### src/rtl/vga_timing_gen.sv
`default_nettype none
// ============================================================================
// Module   : vga_timing_gen
// Brief    : Raster timing generator: position counters, sync/blank decode,
//            pixel/frame/vblank strobes and a frame counter.
// Revision : 1.0 - initial release
// ============================================================================
module vga_timing_gen #(
    parameter int H_ACTIVE = 640,
    parameter int H_FP     = 16,
    parameter int H_SYNC   = 96,
    parameter int H_BP     = 48,
    parameter int V_ACTIVE = 480,
    parameter int V_FP     = 10,
    parameter int V_SYNC   = 2,
    parameter int V_BP     = 33,
    parameter int PIX_DIV  = 1
) (
    input  logic        clock,
    input  logic        reset_n,
    input  logic        run,
    output logic [10:0] hcount,
    output logic [9:0]  vcount,
    output logic        hsync,
    output logic        vsync,
    output logic        blank,
    output logic        pixel_en,
    output logic        frame_start,
    output logic        vblank_start,
    output logic [7:0]  frame_count
);

    localparam int c_H_TOTAL = H_ACTIVE + H_FP + H_SYNC + H_BP;
    localparam int c_V_TOTAL = V_ACTIVE + V_FP + V_SYNC + V_BP;

    localparam logic [10:0] c_H_LAST     = 11'(c_H_TOTAL - 1);
    localparam logic [10:0] c_H_ACT      = 11'(H_ACTIVE);
    localparam logic [10:0] c_HS_START   = 11'(H_ACTIVE + H_FP);
    localparam logic [10:0] c_HS_END     = 11'(H_ACTIVE + H_FP + H_SYNC);
    localparam logic [9:0]  c_V_LAST     = 10'(c_V_TOTAL - 1);
    localparam logic [9:0]  c_V_ACT      = 10'(V_ACTIVE);
    localparam logic [9:0]  c_VS_START   = 10'(V_ACTIVE + V_FP);
    localparam logic [9:0]  c_VS_END     = 10'(V_ACTIVE + V_FP + V_SYNC);
    localparam logic [3:0]  c_DIV_LAST   = 4'(PIX_DIV - 1);

    logic [3:0]  r_div;
    logic [10:0] r_hcount;
    logic [9:0]  r_vcount;
    logic        r_hsync;
    logic        r_vsync;
    logic        r_blank;
    logic        r_pixel_en;
    logic        r_frame_start;
    logic        r_vblank_start;
    logic [7:0]  r_frame_count;

    logic        w_tick;
    logic        w_h_wrap;
    logic        w_v_wrap;
    logic [10:0] w_h_next;
    logic [9:0]  w_v_next;
    logic        w_hsync_next;
    logic        w_vsync_next;
    logic        w_blank_next;
    logic        w_frame_next;
    logic        w_vblank_next;

    // All decode works on the next position so it lands in the same
    // register stage as the position itself.
    always_comb begin
        w_tick        = run && (r_div == c_DIV_LAST);
        w_h_wrap      = (r_hcount == c_H_LAST);
        w_v_wrap      = w_h_wrap && (r_vcount == c_V_LAST);
        w_h_next      = w_h_wrap ? 11'd0 : r_hcount + 11'd1;
        w_v_next      = r_vcount;
        if (w_v_wrap) begin
            w_v_next = 10'd0;
        end else if (w_h_wrap) begin
            w_v_next = r_vcount + 10'd1;
        end
        w_hsync_next  = !((w_h_next >= c_HS_START) && (w_h_next < c_HS_END));
        w_vsync_next  = !((w_v_next >= c_VS_START) && (w_v_next < c_VS_END));
        w_blank_next  = (w_h_next >= c_H_ACT) || (w_v_next >= c_V_ACT);
        w_frame_next  = (w_h_next == 11'd0) && (w_v_next == 10'd0);
        w_vblank_next = (w_h_next == 11'd0) && (w_v_next == c_V_ACT);
    end

    // Divider freezes while run is low so a resume picks up mid-pixel.
    always_ff @(posedge clock or negedge reset_n) begin
        if (!reset_n) begin
            r_div <= 4'd0;
        end else if (run) begin
            r_div <= (r_div == c_DIV_LAST) ? 4'd0 : r_div + 4'd1;
        end
    end

    always_ff @(posedge clock or negedge reset_n) begin
        if (!reset_n) begin
            r_hcount       <= 11'd0;
            r_vcount       <= 10'd0;
            r_hsync        <= 1'b1;
            r_vsync        <= 1'b1;
            r_blank        <= 1'b0;
            r_pixel_en     <= 1'b0;
            r_frame_start  <= 1'b0;
            r_vblank_start <= 1'b0;
            r_frame_count  <= 8'd0;
        end else if (w_tick) begin
            r_hcount       <= w_h_next;
            r_vcount       <= w_v_next;
            r_hsync        <= w_hsync_next;
            r_vsync        <= w_vsync_next;
            r_blank        <= w_blank_next;
            r_pixel_en     <= 1'b1;
            r_frame_start  <= w_frame_next;
            r_vblank_start <= w_vblank_next;
            if (w_frame_next) begin
                r_frame_count <= r_frame_count + 8'd1;
            end
        end else begin
            r_pixel_en     <= 1'b0;
            r_frame_start  <= 1'b0;
            r_vblank_start <= 1'b0;
        end
    end

    assign hcount       = r_hcount;
    assign vcount       = r_vcount;
    assign hsync        = r_hsync;
    assign vsync        = r_vsync;
    assign blank        = r_blank;
    assign pixel_en     = r_pixel_en;
    assign frame_start  = r_frame_start;
    assign vblank_start = r_vblank_start;
    assign frame_count  = r_frame_count;

endmodule
`default_nettype wire
### config.mk
export PLATFORM = sky130hd
export DESIGN_NAME = vga_timing_gen
export DESIGN_NICKNAME = d
export VERILOG_FILES = /design/src/rtl/vga_timing_gen.sv
export SDC_FILE = /design/constraint.sdc
export NUM_CORES = 1
export LEC_CHECK = 0
export ABC_CLOCK_PERIOD_IN_PS = 2700
export CORE_MARGIN = 1
export CORE_UTILIZATION = 49
export CTS_CLUSTER_DIAMETER = 40
export DETAILED_ROUTE_END_ITERATION = 10
export PLACE_DENSITY = 0.8
export SYNTH_ARGS = -nofsm -noshare
export SYNTH_HDL_FRONTEND = slang
export SYNTH_SLANG_ARGS = --single-unit
export TNS_END_PERCENT = 1
### constraint.sdc
create_clock -name clock -period 2.7 [get_ports clock]
set_input_delay 0.54 -clock clock [delete_from_list [all_inputs] [get_ports clock]]
set_output_delay 0.54 -clock clock [all_outputs]
set_load 0.05 [all_outputs]
==> results of run 1 <==
==> what timing repair did <==
item / 4_1_cts / 5_1_grt
resized for setup: 1 / 9
pin swaps: 0 / 8
endpoints found under the setup margin: 1 / 8
setup buffers: 0 / 8
==> metal layers <==
metal / share of wire / routed length (um) / vias up
met5: 0 / 0 / -
met4: 0.015 / 101 / 0
met3: 0.066 / 437 / 13
met2: 0.47 / 3080 / 106
met1: 0.45 / 2990 / 1150
li1: - / - / 1149
==> stage by stage <==
stage,setup slack (ps),instances
detailed placement,39.6,391
finish,74.1,407
global route,-58.1,407
floorplan,61.0,291
global placement,172,391
CTS,36.1,399
==> power by group through the flow <==
stage	combinational (mW)	clock [mW]	sequential, mW
2_1_floorplan	0.254	0	0.912
3_3_place_gp	0.612	0	0.758
3_5_place_dp	0.622	0	0.762
4_1_cts	0.630	0.516	0.750
5_1_grt	0.678	0.547	0.769
6_report	0.633	0.508	0.755
==> cells in the mapped netlist (2+ instances only) <==
| cell type | n | area [sq um] |
|---|---|---|
| a211oi_1 | 3 | 22.5 |
| a21oi_1 | 8 | 40.0 |
| a31oi_1 | 5 | 31.3 |
| a32oi_1 | 2 | 17.5 |
| and3_1 | 7 | 43.8 |
| and4_1 | 3 | 26.3 |
| buf_2 | 10 | 50.1 |
| buf_6 | 3 | 33.8 |
| clkbuf_1 | 9 | 33.8 |
| dfrtp_1 | 37 | 926 |
| dfstp_2 | 2 | 52.6 |
| ha_1 | 6 | 75.1 |
| inv_1 | 8 | 30.0 |
| nand2_1 | 32 | 120 |
| nand2b_1 | 2 | 12.5 |
| nand3_1 | 20 | 100 |
| nand3b_1 | 2 | 15.0 |
| nand4_1 | 10 | 62.6 |
| nor2_1 | 17 | 63.8 |
| nor3_1 | 8 | 40.0 |
| nor3_2 | 6 | 60.1 |
| nor3b_1 | 3 | 22.5 |
| nor4_1 | 4 | 25.0 |
| o2111ai_1 | 2 | 17.5 |
| o21ai_0 | 15 | 75.1 |
| o22ai_1 | 4 | 25.0 |
| o31ai_1 | 4 | 30.0 |
| o41ai_1 | 2 | 17.5 |
| or2_2 | 2 | 12.5 |
| or3_1 | 2 | 12.5 |
| xnor2_1 | 12 | 105 |
| xor2_1 | 15 | 131 |
==> worst reg2reg max path, cell delays in order, from the launching register on <==
cell	delay, ps
dfrtp_2	420
inv_1	100
ha_1	160
nor4b_4	250
buf_4	180
a21oi_1	80
o21ai_1	210
o2111ai_1	160
or4_4	630
nor3_2	220
xor2_1	160
==> sequential cells by signal, indices dropped and copies added, names as in the netlist <==
name	count
vblank_start	1
hsync	1
frame_start	1
frame_count	8
blank	1
pixel_en	1
vcount	10
vsync	1
hcount	11
r_div	4
==> cell families (layout without fill, tap and decap cells) <==
group	Yosys count	count (layout)	synth area share
buf+inv	31	77	0.0581
flops	39	39	0.376
mux	3	3	0.0125
simple gates	130	130	0.292
compound gates	55	55	0.142
fa+ha+maj	6	6	0.0288
xor+xnor	27	27	0.0908
==> final timing paths <==
kind                                         endpoint
max                        frame_count[4]$_DFFE_PN0P_
min                             hcount[6]$_DFFE_PN0P_
max reg2reg                frame_count[4]$_DFFE_PN0P_
min reg2reg                frame_count[7]$_DFFE_PN0P_
max in group asynchronous       hcount[0]$_DFFE_PN0P_
min in group clock         frame_count[7]$_DFFE_PN0P_
==> layout make-up <==
| type | instances | area (sq um) | area share |
|---|---|---|---|
| multi-input combinational | 221 | 1510 | 0.461 |
| sequential | 39 | 983 | 0.301 |
| timing repair buffer | 60 | 538 | 0.165 |
| tap | 70 | 87.6 | 0.0268 |
| clock buffer | 6 | 82.6 | 0.0253 |
| clock inverter | 2 | 35.0 | 0.0107 |
| inverter | 9 | 33.8 | 0.0103 |
==> results.json, run 1 <==
{
  "run_status": "complete, but fails checks",
  "violated_checks": "DRC",
  "clock_power_share": 0.268,
  "cp_cell_sequence": "inv_1 > ha_1 > nor4b_4 > buf_4 > a21oi_1 > o21ai_1 > o2111ai_1 > or4_4 > nor3_2 > xor2_1",
  "postSynth.topFlopCell": "dfrtp_1",
  "crit_required_ps": 2920,
  "antenna_found_initial": 0,
  "final_net_count": 345,
  "timing.final.hold_violations": 0,
  "switching_power_mw": 0.705,
  "gp_routability_congestion": 0.910,
  "finalCoreUtilization": 0.639,
  "placed_area_sq_um": 3060,
  "sequentialPowerShare": 0.398,
  "final.fill_count": 427,
  "detail-route-antenna-nets": 0,
  "sw_frac_of_total": 0.372,
  "tightest_slew_ps": 865,
  "sink_count_of_the_clock_tree": 39,
  "core_area_sq_um": 5110,
  "timing.final.crit_period_ps": 2630,
  "most_used_cells_in_the_layout_excluding_fill_and_tap_cells": "clkdlybuf4s50_1, dfrtp_1, nand2_1",
  "die_y_um": 74.9,
  "drv.max_cap_violation_count": 0,
  "wire_per_inst_um": 16.2,
  "synth_warnings": 0,
  "internal-power_mw": 1.19,
  "reg2regPathDepth": 10,
  "final_setup_vio_count": 0,
  "cts.path.max_buffers": 2,
  "timing.slew.headroom": 0.424,
  "vdd_ir_drop_max_uv": 534,
  "setup.worst_path.end_class": "flip-flop",
  "number_of_top_level_design_ports": 38,
  "cpPeakStageDelay_ps": 630,
  "via_per_instance_ratio": 5.94,
  "rr_startpoint": "vcount[1]$_DFFE_PN0P_",
  "area_delta_synth_final_pct": 25.4,
  "dp.final_hpwl_mm": 4.50,
  "powerDensity_nw_per_um2": 580,
  "global_route.usage.met1": 0.352,
  "category_of_cells_accounting_for_the_largest_share_of_critical_path_delay": "simple AND/OR/NAND/NOR gates",
  "detail_route.drc_violations": 1,
  "leakagePower_nw": 1.36,
  "dr.pass1.iters": 9,
  "critical-path-slowest-cell": "or4_4",
  "tritoncts.num_buffers": 5,
  "worstSetupPathDepth": 10,
  "critPathKind": "flip-flop to flip-flop",
  "synth-async-reset-ratio": 1.00,
  "setup_repair_after_global_routing_missed_its_margin": "true",
  "post-route-period-util": 0.973,
  "layout-drive-gt1-share": 0.181,
  "first_global_vias": 2163,
  "cp-start-kind": "flip-flop",
  "final_common_cell": "clkdlybuf4s50_1",
  "finalPower_mw": 1.90,
  "grt.busiest_layer": "met2",
  "syn_area_per_cell_sq_um": 8.95,
  "synth_enable_flop_cells": 0,
  "antenna_cells_inserted": 0,
  "synth_sequential_area_ratio": 0.376,
  "placement_rows": 26,
  "worst_setup_path_startpoint": "vcount[1]$_DFFE_PN0P_",
  "synth.cell_area_sq_um": 2600,
  "finalMaxSlewViolations": 0,
  "count_of_different_cell_masters_after_synthesis": 58,
  "path_clk_slew_ps": 80,
  "globalRouteOverflowTotal": 0,
  "fin_hold_ws_ps": 355,
  "grt_util_met2": 0.385,
  "die-area_sq_um": 5610,
  "cts_hold_repair.buffers": 0,
  "skew_ps": 8.18,
  "fmax_mhz": 381,
  "grt_pass1_wl_mm": 10.5,
  "dr_total_vias": 2418,
  "global_route.usage.total": 0.246,
  "start_util": 0.510,
  "tritoncts": "done",
  "wl_mm": 6.61,
  "port_buffers": 37,
  "cts_root_buf": "clkbuf_8",
  "synthCells": 291,
  "path_max_fanout": 6,
  "min-delay-path-class": "input port to async pin",
  "timing.critical_path.buf_inv": 2,
  "syn_nets": 300,
  "clock_tree.htree_level_count": 2,
  "power.share.combinational": 0.334,
  "dieWidth_um": 74.9,
  "grt_start_max_net_pins": 40,
  "r2r_setup_slack_ps": 70,
  "use_met3": 0.0415,
  "fin_tns_setup_ps": 0,
  "crit_arrival_ps": 2850,
  "number_of_synthesized_register_bits": 39,
  "insertion_delay_ps": 290,
  "drt_first_iter_violations": 282,
  "postLayoutCellArea_sq_um": 3270
}
(Power assumes the default switching activity.)
==> run 2: changes to the inputs <==
--- a/config.mk
+++ b/config.mk
@@ -8,7 +8,7 @@
 export ABC_CLOCK_PERIOD_IN_PS = 2700
 export CORE_MARGIN = 1
 export CORE_UTILIZATION = 49
-export CTS_CLUSTER_DIAMETER = 40
+export CTS_CLUSTER_DIAMETER = 30
 export DETAILED_ROUTE_END_ITERATION = 10
 export PLACE_DENSITY = 0.8
 export SYNTH_ARGS = -nofsm -noshare
==> results of run 2 <==
Same layout as run 1: the final DEF is identical, and so are final timing and power.
==> run 3: changes to the inputs <==
--- a/config.mk
+++ b/config.mk
@@ -6,7 +6,7 @@
 export NUM_CORES = 1
 export LEC_CHECK = 0
 export ABC_CLOCK_PERIOD_IN_PS = 2700
-export CORE_MARGIN = 1
+export CORE_MARGIN = 5
 export CORE_UTILIZATION = 49
 export CTS_CLUSTER_DIAMETER = 30
 export DETAILED_ROUTE_END_ITERATION = 10
==> results.json, run 3 (synthesis results as in run 1) <==
{
  "run_status": "finished, final reports clean",
  "cts.path.max_buffers": 2,
  "timing.final.crit_period_ps": 2650,
  "antenna_cells_inserted": 0,
  "placed_area_sq_um": 3060,
  "powerDensity_nw_per_um2": 606,
  "post-route-period-util": 0.981,
  "die-area_sq_um": 6870,
  "crit_arrival_ps": 2830,
  "cp-start-kind": "flip-flop",
  "dieWidth_um": 82.9,
  "postLayoutCellArea_sq_um": 3250,
  "dr.max_layer_used": "met4",
  "area_delta_synth_final_pct": 24.6,
  "rr_startpoint": "vcount[0]$_DFFE_PN0P_",
  "cts_root_buf": "clkbuf_8",
  "min-delay-path-class": "input port to async pin",
  "number_of_top_level_design_ports": 38,
  "global_route.usage.total": 0.198,
  "wire_length_on_met2_mm": 3.20,
  "critical_path.most_common_cell": "nand4_1",
  "detail-route-antenna-nets": 0,
  "crit_required_ps": 2880,
  "start_util": 0.507,
  "drv.max_cap_violation_count": 0,
  "final.fill_count": 414,
  "cpPeakStageDelay_ps": 440,
  "cp_cell_sequence": "inv_1 > ha_1 > nor4b_4 > a32oi_1 > o21ai_1 > nand4_1 > nor4_2 > nand4_1 > mux2_1",
  "skew_ps": 3.50,
  "core_area_sq_um": 5140,
  "critPathKind": "flip-flop to flip-flop",
  "dr_total_vias": 2428,
  "critical-path-slowest-cell": "dfrtp_1",
  "gp_routability_congestion": 0.934,
  "sink_count_of_the_clock_tree": 39,
  "insertion_delay_ps": 290,
  "wl_mm": 6.88,
  "clock_tree.htree_level_count": 2,
  "dp.final_hpwl_mm": 4.96,
  "setup_ws_ps": 51.7,
  "wl_met1_mm": 3.05,
  "final_setup_vio_count": 0,
  "finalMaxSlewViolations": 0,
  "layout-drive-gt1-share": 0.158,
  "timing.critical_path.buf_inv": 1,
  "tightest_slew_ps": 857,
  "path_clk_slew_ps": 70,
  "vdd_ir_drop_max_uv": 456,
  "setup.worst_path.end_class": "flip-flop",
  "category_of_cells_accounting_for_the_largest_share_of_critical_path_delay": "simple AND/OR/NAND/NOR gates",
  "placement_rows": 26,
  "final_net_count": 343,
  "route.met3.wl_um": 488,
  "antenna_found_initial": 0,
  "grt_start_max_net_pins": 40,
  "preCtsSetupSlack_ps": 68.8,
  "path_max_fanout": 6,
  "timing.slew.headroom": 0.428,
  "fmax_mhz": 378,
  "leakagePower_nw": 1.33,
  "final_common_cell": "clkdlybuf4s50_1",
  "dr.pass1.iters": 5,
  "via_per_instance_ratio": 6.00,
  "wire_per_inst_um": 17.0,
  "port_buffers": 37,
  "worst_setup_path_startpoint": "vcount[0]$_DFFE_PN0P_",
  "globalRouteOverflowTotal": 0,
  "fin_tns_setup_ps": 0,
  "tritoncts.num_buffers": 5,
  "flip_flop_count_of_the_largest_register_after_layout": 11,
  "tritoncts": "done",
  "detail_route.drc_violations": 0,
  "die_y_um": 82.9,
  "timing.final.hold_violations": 0,
  "fin_hold_ws_ps": 354,
  "grt_pass1_wl_mm": 11.5,
  "first_global_vias": 2315,
  "drt_first_iter_violations": 194,
  "most_used_cells_in_the_layout_excluding_fill_and_tap_cells": "clkdlybuf4s50_1, dfrtp_1, nand2_1"
}
run 3: cell count changes in the layout (fill, tap and decap cells not counted), moves of 2 or more:
cell,change
buf_4,-2
dfrtp_1,+2
nor3_2,+2
nor3_4,-2
dfrtp_2,-2
run 3: area by class of cell:
cell class                      instances  area (sq um)  share of cell area
Clock buffer                            6          72.6              0.0224
Clock inverter                          2          60.1              0.0185
Inverter                                9          33.8              0.0104
Multi-Input combinational cell        221          1490               0.458
Sequential cell                        39           981               0.302
Tap cell                               70          87.6              0.0270
Timing Repair Buffer                   58           523               0.161
run 3: metal layers:
layer / vias up / track usage
li1: 1144 / -
met1: 1155 / 0.264
met2: 110 / 0.324
met3: 19 / 0.0455
met4: 0 / 0.0535
met5: - / 0
run 3: what timing repair did:
| item | in CTS | in global routing |
|---|---|---|
| resized for setup | 0 | 3 |
| buffers inserted | 0 | 6 |
| hold buffers | 0 | 0 |
| endpoints found under the setup margin | 0 | 7 |
| endpoints found under the hold margin | 0 | 0 |
run 3: final timing paths:
kind,end,slack [ps],cells after the start
worst max-delay path,frame_count[1]$_DFFE_PN0P_,50,9
worst min-delay path,r_div[3]$_DFFE_PN0P_,350,1
worst max register to register,frame_count[1]$_DFFE_PN0P_,50,9
worst min register to register,frame_count[7]$_DFFE_PN0P_,480,1
max in group asynchronous,hcount[1]$_DFFE_PN0P_,1750,1
min in group clock,frame_count[7]$_DFFE_PN0P_,480,1
run 3: stage by stage:
step	total power, mW	cells	util
floorplan	1.17	291	-
global placement	1.37	391	0.594
detailed placement	1.39	391	0.594
CTS	1.97	399	0.620
global route	2.06	405	0.631
finish	1.97	405	0.631
run 3: power breakdown:
group / internal (mW) / switching (mW) / total [mW]
Clock: 0.369 / 0.209 / 0.578
Combinational: 0.221 / 0.416 / 0.637
Sequential: 0.669 / 0.0822 / 0.751
